===== config.mk =====
export PLATFORM = sky130hd
export DESIGN_NAME = hazard_ctrl
export DESIGN_NICKNAME = d
export VERILOG_FILES = /design/src/rtl/hazard_ctrl.sv
export SDC_FILE = /design/constraint.sdc
export NUM_CORES = 1
export LEC_CHECK = 0
export CAP_MARGIN = 20
export CORE_UTILIZATION = 30
export CTS_BUF_LIST = sky130_fd_sc_hd__clkbuf_16
export DETAILED_ROUTE_END_ITERATION = 12
export GPL_TIMING_DRIVEN = 0
export SYNTH_ARGS = -nofsm -noshare
export SYNTH_HDL_FRONTEND = slang
export SYNTH_SLANG_ARGS = --single-unit

===== constraint.sdc =====
create_clock -name clk -period 2.05 [get_ports clk]
set_input_delay 0.41 -clock clk [delete_from_list [all_inputs] [get_ports clk]]
set_output_delay 0.41 -clock clk [all_outputs]
set_load 0.05 [all_outputs]

===== src/rtl/hazard_ctrl.sv =====
// ---------------------------------------------------------------------------
// hazard_ctrl
// Central pipeline controller for the 5-stage RV32 core. It produces the
// write-enable and flush controls for the PC and the four pipeline registers.
// Three hazards are resolved here, highest priority first:
//   1. data-memory wait (variable-latency handshake) -> freeze the pipe
//   2. MEM-stage taken branch/jump                   -> redirect + flush
//   3. load-use dependency between EX and ID         -> stall IF/ID, bubble EX
// It also keeps saturating stall/flush counters and a sticky timeout flag.
//
// Ports:
//   clk, reset                  clock, synchronous active-high reset
//   id_rs1/id_rs2, id_use_rs*   source registers of the ID instruction
//   ex_memread, ex_rd           load in EX and its destination
//   mem_taken, mem_pc_target    redirect request and target from MEM
//   mem_memread/mem_memwrite    MEM-stage memory operation
//   dmem_ready                  data memory completes the access this cycle
//   pc_write, pc_redirect,
//   pc_target                   PC enable / next-PC select / redirect target
//   *_write, *_flush            pipeline register enables and bubble inserts
//   dmem_req                    data memory request strobe
//   mem_timeout                 sticky: wait count reached MEM_TIMEOUT
//   stall_count, flush_count    saturating performance counters
// ---------------------------------------------------------------------------
module hazard_ctrl #(
   parameter int DATA_WIDTH  = 32,
   parameter int CNT_WIDTH   = 32,
   parameter int MEM_TIMEOUT = 255
) (
   input  logic                  clk,
   input  logic                  reset,
   input  logic [4:0]            id_rs1,
   input  logic [4:0]            id_rs2,
   input  logic                  id_use_rs1,
   input  logic                  id_use_rs2,
   input  logic                  ex_memread,
   input  logic [4:0]            ex_rd,
   input  logic                  mem_taken,
   input  logic [DATA_WIDTH-1:0] mem_pc_target,
   input  logic                  mem_memread,
   input  logic                  mem_memwrite,
   input  logic                  dmem_ready,
   output logic                  pc_write,
   output logic                  pc_redirect,
   output logic [DATA_WIDTH-1:0] pc_target,
   output logic                  ifid_write,
   output logic                  ifid_flush,
   output logic                  idex_write,
   output logic                  idex_flush,
   output logic                  exmem_write,
   output logic                  exmem_flush,
   output logic                  memwb_flush,
   output logic                  dmem_req,
   output logic                  mem_timeout,
   output logic [CNT_WIDTH-1:0]  stall_count,
   output logic [CNT_WIDTH-1:0]  flush_count
);

   typedef enum logic {RUN, MEM_WAIT} state_t;

   localparam logic [7:0]           TIMEOUT_LIM = 8'(MEM_TIMEOUT);
   localparam logic [CNT_WIDTH-1:0] CNT_MAX     = {CNT_WIDTH{1'b1}};

   state_t               state_q, state_d;
   logic [7:0]           waitCnt_q, waitCnt_d;
   logic [7:0]           waitInc;
   logic                 timeout_q, timeout_d;
   logic [CNT_WIDTH-1:0] stallCount_q, stallCount_d;
   logic [CNT_WIDTH-1:0] flushCount_q, flushCount_d;

   logic memop;
   logic memFreeze;
   logic hazardHit;
   logic redirect;
   logic loadUse;

   // Hazard detection. The freeze covers both the first cycle a memory access
   // is seen without ready (still in RUN) and every non-ready MEM_WAIT cycle.
   // x0 is hard-wired zero, so a load targeting it can never create a hazard.
   assign memop     = mem_memread | mem_memwrite;
   assign memFreeze = (state_q == RUN) ? (memop & ~dmem_ready) : ~dmem_ready;
   assign hazardHit = ex_memread & (ex_rd != 5'd0) &
                      ((id_use_rs1 & (id_rs1 == ex_rd)) |
                       (id_use_rs2 & (id_rs2 == ex_rd)));
   assign redirect  = ~memFreeze & mem_taken;
   assign loadUse   = ~memFreeze & ~mem_taken & hazardHit;
   assign waitInc   = (waitCnt_q == 8'hFF) ? 8'hFF : waitCnt_q + 8'd1;

   assign pc_target   = mem_pc_target;
   assign mem_timeout = timeout_q;
   assign stall_count = stallCount_q;
   assign flush_count = flushCount_q;

   // State, wait counter, sticky timeout and performance counters.
   always_ff @(posedge clk) begin
      if (reset) begin
         state_q      <= RUN;
         waitCnt_q    <= 8'd0;
         timeout_q    <= 1'b0;
         stallCount_q <= '0;
         flushCount_q <= '0;
      end else begin
         state_q      <= state_d;
         waitCnt_q    <= waitCnt_d;
         timeout_q    <= timeout_d;
         stallCount_q <= stallCount_d;
         flushCount_q <= flushCount_d;
      end
   end

   // Next-state logic: MEM_WAIT is held until the memory reports ready; the
   // timeout flag is set once the running wait count reaches the limit.
   always_comb begin
      state_d      = state_q;
      waitCnt_d    = waitCnt_q;
      timeout_d    = timeout_q;
      stallCount_d = stallCount_q;
      flushCount_d = flushCount_q;
      case (state_q)
         RUN: begin
            if (memop & ~dmem_ready) begin
               state_d   = MEM_WAIT;
               waitCnt_d = 8'd1;
            end else begin
               waitCnt_d = 8'd0;
            end
         end
         MEM_WAIT: begin
            if (dmem_ready) begin
               state_d   = RUN;
               waitCnt_d = 8'd0;
            end else begin
               waitCnt_d = waitInc;
               if (waitInc >= TIMEOUT_LIM) begin
                  timeout_d = 1'b1;
               end
            end
         end
         default: begin
            state_d   = RUN;
            waitCnt_d = 8'd0;
         end
      endcase
      if ((memFreeze | loadUse) && (stallCount_q != CNT_MAX)) begin
         stallCount_d = stallCount_q + CNT_WIDTH'(1);
      end
      if (redirect && (flushCount_q != CNT_MAX)) begin
         flushCount_d = flushCount_q + CNT_WIDTH'(1);
      end
   end

   // Pipeline controls. Reset overrides everything and bubbles every stage;
   // otherwise the freeze, redirect and load-use terms are already mutually
   // exclusive, so they can simply be combined.
   always_comb begin
      pc_write    = 1'b1;
      pc_redirect = 1'b0;
      ifid_write  = 1'b1;
      ifid_flush  = 1'b0;
      idex_write  = 1'b1;
      idex_flush  = 1'b0;
      exmem_write = 1'b1;
      exmem_flush = 1'b0;
      memwb_flush = 1'b0;
      dmem_req    = (state_q == MEM_WAIT) ? 1'b1 : memop;
      if (reset) begin
         pc_write    = 1'b0;
         ifid_write  = 1'b0;
         idex_write  = 1'b0;
         exmem_write = 1'b0;
         ifid_flush  = 1'b1;
         idex_flush  = 1'b1;
         exmem_flush = 1'b1;
         memwb_flush = 1'b1;
         dmem_req    = 1'b0;
      end else if (memFreeze) begin
         pc_write    = 1'b0;
         ifid_write  = 1'b0;
         idex_write  = 1'b0;
         exmem_write = 1'b0;
         memwb_flush = 1'b1;
      end else if (redirect) begin
         pc_redirect = 1'b1;
         ifid_flush  = 1'b1;
         idex_flush  = 1'b1;
         exmem_flush = 1'b1;
      end else if (loadUse) begin
         pc_write    = 1'b0;
         ifid_write  = 1'b0;
         idex_flush  = 1'b1;
      end
   end

endmodule


### Yosys cells after proc, flatten, opt, wreduce, memory -nomap -nowiden

Index checks and enable logic that the tools add are counted.

* add/sub/neg operators: 3
* $lt $le $gt $ge: 1
* muxes and demuxes: 26
* bitwise gates (word level): 15
* reductions and logical operators: 4
* eq/ne operators: 5

Operators with widths (number)
* 32-bit by 1-bit adder with 32-bit output, second input constant: 2
* 32-bit != test, second input constant: 2
* 1-bit 2-to-1 mux: 22
* 8-bit 2-to-1 mux: 2
* 8-bit one-hot mux with 2 select lines: 1
* 5-bit == test: 2
* 8-bit by 1-bit adder with 8-bit output, second input constant: 1
* 1-bit bitwise AND: 8
* 8-bit == test, second input constant: 1
* 8-bit greater-or-equal comparator, second input constant: 1
* 5-bit nonzero test: 1
* 1-bit NOT: 4
* 1-bit bitwise OR: 3
* 3-bit AND reduction: 1
* 1-bit logical AND: 2
* 1-bit one-hot mux with 2 select lines: 1

* word-level logic and storage cells: 59
* flip-flop bits (word level): 74
* bits of input ports: 56
* output and inout port bits: 107

### Logic depth before layout (Yosys ltp)

Gate-level depths: netlist (run 1).

* word-level depth: 10
* mapped depth: 8
* gate-level depth less buffers: 7

### Least setup slack after synthesis (run 1)

No wires, ideal clock.

* path type: input-to-output
* start point: input ex_rd[1]
* end point: output pc_write
* required time: 1.640 ns
* data arrival time: 2.686 ns
* stages: 5
* path slack: -1.046 ns
* buffers on the path: 1
* cells stage by stage: or4_1 > o21ai_1 > nor2_1 > nor3_1 > buf_4

* longest elaborated chain between the ends: 9
* elaborated cells on any way between the ends: 13

RTL lines
* from (decl): RTL line 37 `input logic [4:0] ex_rd,`
* 5-bit == test, on equally long branches: RTL line 83, 84
* 1-bit bitwise AND, on equally long branches: RTL line 83, 84
* 1-bit bitwise OR: RTL line 83 `((id_use_rs1 & (id_rs1 == ex_rd)) |`
* 1-bit bitwise AND *: RTL line 82 `assign hazardHit = ex_memread & (ex_rd != 5'd0) &`
* 1-bit bitwise AND *: RTL line 86 `assign loadUse = ~memFreeze & ~mem_taken & hazardHit;`
* 1-bit 2-to-1 mux * (4 in a row)
* to (decl): RTL line 43 `output logic pc_write,`

Every way passes the cells marked *; elsewhere a longest branch is shown, timed or not.

### Final worst setup path (run 1)

* start point: input ex_rd[4]
* end point: output pc_write

* longest elaborated chain between the ends: 9
* elaborated cells on any way between the ends: 13

RTL lines
* 5-bit == test, on equally long branches: RTL line 83, 84
* 1-bit bitwise AND, on equally long branches: RTL line 83, 84
* 1-bit bitwise OR: RTL line 83
* 1-bit bitwise AND *: RTL line 82
* 1-bit bitwise AND *: RTL line 86
* 1-bit 2-to-1 mux *: RTL line 187 `end else if (loadUse) begin`
* 1-bit 2-to-1 mux *: RTL line 182 `end else if (redirect) begin`
* 1-bit 2-to-1 mux *: RTL line 176 `end else if (memFreeze) begin`
* 1-bit 2-to-1 mux *: RTL line 166 `if (reset) begin`

Marked as above.

==> results.toml, run 1 <==
[finish]
seq_area_mm2 = 0.001587
area.growth.synth_to_final_pct = 62.16
multi_input_area_mm2 = 0.002465
num_antenna_cells = 0
n_fill_cell = 1222
stdcell_count = 824
final_net_count = 706
drive_gt1_share_pct = 33.13

[sta]
min_period_over_period_pct = 106.7
final.setup.tns_ps = -305.7
fin_skew_ps = 8.626
layout_min_cycle_time_ps = 2188
hold_viol_final = 0
rsz0062_at_grt = "yes"
relSlewSlack_pct = 55.03
fin_ws_ps = -137.8
fmax_mhz = 457.1
slew_violations = 0
worst_pin_slew_ps = 674.6
setup_viol = 3

[power_and_ir_drop]
p_leak_nw = 2.433
p_seq_share_pct = 40.6
netSwitchingPower_uw = 994.4
p_int_mw = 2.561
pwr-share-comb_pct = 16.9
p_clk_share_pct = 42.4
fin_total_pwr_mw = 3.555
p_sw_share_pct = 27.97
max-vdd-ir-drop_uv = 343.1
p_per_area_mw_per_mm2 = 553.4

[grt]
grtUsageMet3_pct = 4.686
grt_pass1_vias = 3879
grt_max_degree = 13
grtUsageMet1_pct = 20.95
grt_remaining_overflow = 0
grt_pass1_wl_um = 18150
grt_usage_pct = 17.08
busiest_layer = "met2"
antenna_found_initial = 0
grt_use_met2_pct = 28.60

[clocking]
clock-root-buffer = "clkbuf_16"
clk_pin_slew_ps = 60
htreeDepth = 3
numCtsBuffers = 9
cts.sinks = 74
cts_tree = "done"
clock_latency_ps = 340
hold_buffers = 0
cts_max_path_buffers = 2

[yosys]
synth.top_cell.area_share_pct = 37.40
yosys_warnings = 0
synth.avg_cell_area_um2 = 8.201
ys_seq_area_share_pct = 37.40
synth_top_cells_by_area = "dfxtp_1, xor2_1, buf_4, nor2_1, nand3_1"
yosysUniqueCellTypes = 50
async_flop_share_pct = 0
ys_ff_latch = 74
synth_ff_type = "dfxtp_1"
synth_area_mm2 = 0.003961
synth_cells = 483
synth_commonest_cells = "dfxtp_1, nor2_1, buf_4, nand3_1, xor2_1"
synth_edf_count = 0
mappedNetlistNets = 542
yosysTopAreaCell = "dfxtp_1"
yosysMostFrequentCell = "dfxtp_1"

[die]
num_io_pins = 163
core_area_mm2 = 0.01272
die_area_mm2 = 0.01367
std_cell_rows = 41
start_util_pct = 31.14
fp.dieH_um = 116.9
die-width_um = 116.9

[detailed_routing]
via_count = 4084
drc = 0
drtIter0Drc = 179
wl_per_cell_um = 13.81
post_drt_via_cell_ratio = 4.956
dr.pass1.iters = 4
ant_nets = 0
wirelength_um = 11380

[setup_path]
critPathLaunchType = "primary input"
crit_type = "in2out"
cp_max_fo = 2
crit_arrival_ps = 1780
cp_data_required_time_ps = 1640
cp-end-kind = "output port"

[hold_path]
hp-class = "reg2reg"

[placed_design]
dp.cells = 785
post-place-ws_ps = -1559
dp_hpwl_um = 8267
gp_congestion = 0.8126
port_buffers = 130

[status]
status = "finished, violations left"
violations = "negative setup slack"

[run]
max-cap-violations = 0
cells by family after synthesis:
family / count (synthesis) / share of synthesized area (%)
compound gates: 57 / 8.781
xor+xnor: 54 / 11.94
buf+inv: 63 / 9.381
mux: 5 / 1.358
fa+ha+maj: 3 / 0.9477
simple gates: 227 / 30.20
flops: 74 / 37.40
layout make-up:
cell class	instances	share of cell area (%)
Buffer	52	6.350
Inverter	11	0.6428
Clock buffer	10	3.896
Clock inverter	6	0.4869
Sequential cell	74	24.70
Tap cell	172	3.350
Timing Repair Buffer	153	22.20
Multi-Input combinational cell	346	38.37
power by group through the flow:
stage                     sequential [mW]  clock, mW  combinational [mW]
after floorplan                      1.50          0               0.332
after global placement               1.48          0               0.535
after detailed placement             1.48          0               0.541
after CTS                            1.44       1.53               0.589
after global routing                 1.45       1.62               0.637
final                                1.44       1.51               0.601
sequential cells by signal, indices dropped and copies added, names as in the netlist:
name	cells
flush_count	32
stall_count	32
waitCnt_q	8
mem_timeout	1
state_q	1
what timing repair did:
item | 4_1_cts | 5_1_grt
cloned | 0 | 0
gates resized for setup | 148 | 79
setup endpoints to repair | 76 | 55
pin swaps | 23 | 22
setup buffers | 12 | 11
endpoints found under the hold margin | 0 | 0
path summary, 6_finish.rpt:
check                               startpoint                            to  slack (ps)  cells past startpoint
hold / removal    stall_count[26]$_SDFFE_PP0P_  stall_count[26]$_SDFFE_PP0P_         490                      2
setup reg to reg            state_q$_SDFF_PP0_  stall_count[27]$_SDFFE_PP0P_          30                      8
setup / recovery                      ex_rd[4]                      pc_write        -140                      7
hold reg to reg   stall_count[26]$_SDFFE_PP0P_  stall_count[26]$_SDFFE_PP0P_         490                      2
metrics by stage:
stage | area (um^2) | hold slack (ps) | util [%]
floorplan | 4105 | 478.5 | -
CTS | 6171 | 490.9 | 48.51
global placement | 5622 | 477.0 | 44.19
global route | 6424 | 520.8 | 50.49
detailed placement | 5622 | 461.7 | 44.19
finish | 6424 | 492.0 | 50.49
layer usage:
layer	wire (um)	part of all wire, %
met5	0	0
met4	198	1.7
met3	656	5.8
met1	5047	44
met2	5473	48
critical path: stages:
cell	delay, ps
buf_8	100
or4_4	530
o21ai_4	170
nor2_4	60
nor3_4	230
buf_6	130
buf_8	130
placed cells by master, fill, tap and decap left out, types with 7 or more instances in the layout:
cell type / count
dfxtp_4: 14
clkbuf_16: 10
clkbuf_2: 8
nand3_1: 34
buf_6: 13
a21oi_1: 23
xnor2_1: 17
and3_1: 14
nand4_1: 25
nand2_1: 21
dfxtp_1: 18
nor2_1: 64
o31ai_1: 9
o21ai_0: 10
xor2_1: 34
inv_1: 13
nor3_4: 7
clkdlybuf4s50_1: 95
dfxtp_2: 42
or4_1: 7
dlygate4sd2_1: 7
buf_4: 58
or3_1: 10
Note: power is estimated with default switching activity, not from simulation.
==> run 2: changes to the inputs <==
--- a/config.mk
+++ b/config.mk
@@ -10,6 +10,7 @@
 export CTS_BUF_LIST = sky130_fd_sc_hd__clkbuf_16
 export DETAILED_ROUTE_END_ITERATION = 12
 export GPL_TIMING_DRIVEN = 0
+export PLACE_DENSITY = 0.69
 export SYNTH_ARGS = -nofsm -noshare
 export SYNTH_HDL_FRONTEND = slang
 export SYNTH_SLANG_ARGS = --single-unit
==> run 2 against run 1 <==
The flow still finishes with violations (negative setup slack). Sequential cell count did not move. Non-clock buffer count rose by 5. Critical path depth did not move. Via count rose by 0.78%. Clock-buffer cell count fell by 1. Utilization rose by 0.52 points. Critical path type unchanged.
==> results.toml, run 2 (same netlist as run 1, synthesis figures left out) <==
[status]
status = "finished, violations left"
violations = "negative setup slack"

[hold_path]
hp-start = "flush_count[19]$_SDFFE_PP0P_"
hold_depth = 2
hp-class = "reg2reg"
worst_hold_path.endpoint = "flush_count[19]$_SDFFE_PP0P_"

[setup_path]
crit_type = "in2out"
cp-end-kind = "output port"
ff2ff_setup_slack_ps = 40
reg2reg_depth = 6
crit_arrival_ps = 1790
r2r-start = "state_q$_SDFF_PP0_"
critPathLaunchType = "primary input"
cp_data_required_time_ps = 1640
cp_max_fo = 2
r2r-end = "flush_count[24]$_SDFFE_PP0P_"

[placed_design]
post-place-ws_ps = -1565
dp.cells = 785
gp_congestion = 0.8404
port_buffers = 130
dp_hpwl_um = 8325

[finish]
area.growth.synth_to_final_pct = 63.83
n_fill_cell = 1193
stdcell_count = 829
final_common_cell = "clkdlybuf4s50_1"
num_antenna_cells = 0
mostFrequentLayoutCells = "clkdlybuf4s50_1, nor2_1, buf_4"
final_net_count = 711
drive_gt1_share_pct = 33.33
postLayoutCoreUtil_pct = 51.01

[die]
die_area_mm2 = 0.01367
start_util_pct = 31.14
num_io_pins = 163
fp.dieH_um = 116.9
core_area_mm2 = 0.01272
die-width_um = 116.9
std_cell_rows = 41

[detailed_routing]
wl_per_cell_um = 14.12
wirelength_um = 11710
post_drt_via_cell_ratio = 4.965
drtIter0Drc = 130
via_count = 4116
ant_nets = 0
drc = 0
dr.pass1.iters = 4

[sta]
layout_min_cycle_time_ps = 2198
fin_ws_ps = -147.6
fmax_mhz = 455.0
relSlewSlack_pct = 55.04
slew_violations = 0
rsz0062_at_grt = "yes"
setup_viol = 3
min_period_over_period_pct = 107.2
final.setup.tns_ps = -311.6
worst_pin_slew_ps = 674.5
hold_viol_final = 0
fin_skew_ps = 6.625

[clocking]
cts.sinks = 74
cts_tree = "done"
htreeDepth = 3
hold_buffers = 0
clock-root-buffer = "clkbuf_16"
clock_latency_ps = 330
cts_max_path_buffers = 2
clk_pin_slew_ps = 50
numCtsBuffers = 9

[power_and_ir_drop]
p_leak_nw = 2.386
max-vdd-ir-drop_uv = 312.9
fin_total_pwr_mw = 3.455
p_per_area_mw_per_mm2 = 532.3

[grt]
grt_pass1_wl_um = 17620
grt_max_degree = 13
antenna_found_initial = 0
grt_pass1_vias = 3676
grt_remaining_overflow = 0
grt_usage_pct = 16.43

[run]
max-cap-violations = 0
## run 2: stage by stage
step | instance area, um^2 | hold WS (ps)
finish | 6490 | 488.8
CTS | 6157 | 493.5
global route | 6490 | 507.4
detailed placement | 5622 | 470.4
floorplan | 4105 | 478.5
global placement | 5622 | 470.7
## run 2: worst max path at each step
stage,startpoint,to,slack (ps),depth (start not counted)
final,ex_rd[4],pc_write,-150,7
after floorplan,ex_rd[1],pc_write,-290,5
after CTS,ex_rd[4],pc_write,-140,7
after detailed placement,reset,dmem_req,-1560,6
after global routing,ex_rd[4],pc_write,-170,7
after global placement,reset,dmem_req,-1580,6
## run 2: layer usage
layer  share of wire, %  routed length (um)  up-vias  GRT usage [%]
met5                  0                   0        -              0
met4                1.9                 218        0          6.414
met3                5.3                 618       20          2.781
met2                 49                5682      160          27.77
met1                 44                5189     1917          20.87
li1                   -                   -     2019              -
## run 2: final cells by class
cell class                      count  area, um^2  area share (%)
Tap cell                          172       215.2           3.316
Clock inverter                      7       30.03          0.4627
Inverter                           11       41.29          0.6362
Timing Repair Buffer              159        1504           23.17
Clock buffer                        9       225.2           3.470
Sequential cell                    74        1589           24.48
Buffer                             51       399.1           6.150
Multi-Input combinational cell    346        2486           38.31
## run 2: critical path: stages
cell and delay [ps]:
buf_8 90, or4_4 540, o21ai_4 180, nor2_4 70, nor3_4 220, buf_6 140
buf_8 130
## run 2: power breakdown
| part | switching, mW | internal (mW) |
|---|---|---|
| clock | 0.592 | 0.795 |
| combinational | 0.361 | 0.262 |
| sequential | 0.0137 | 1.43 |
## run 2: repair_timing
action,4_1_cts,5_1_grt
gates cloned,0,1
buffers inserted,14,14
resized for setup,147,72
setup endpoints to repair,76,50
pin swaps,25,33
==> run 3: changes to the inputs <==
--- a/config.mk
+++ b/config.mk
@@ -9,6 +9,7 @@
 export CORE_UTILIZATION = 30
 export CTS_BUF_LIST = sky130_fd_sc_hd__clkbuf_16
 export DETAILED_ROUTE_END_ITERATION = 12
+export GPL_ROUTABILITY_DRIVEN = 0
 export GPL_TIMING_DRIVEN = 0
 export PLACE_DENSITY = 0.69
 export SYNTH_ARGS = -nofsm -noshare
==> results of run 3 <==
No change in the layout: final DEF, timing and power equal those of run 2.
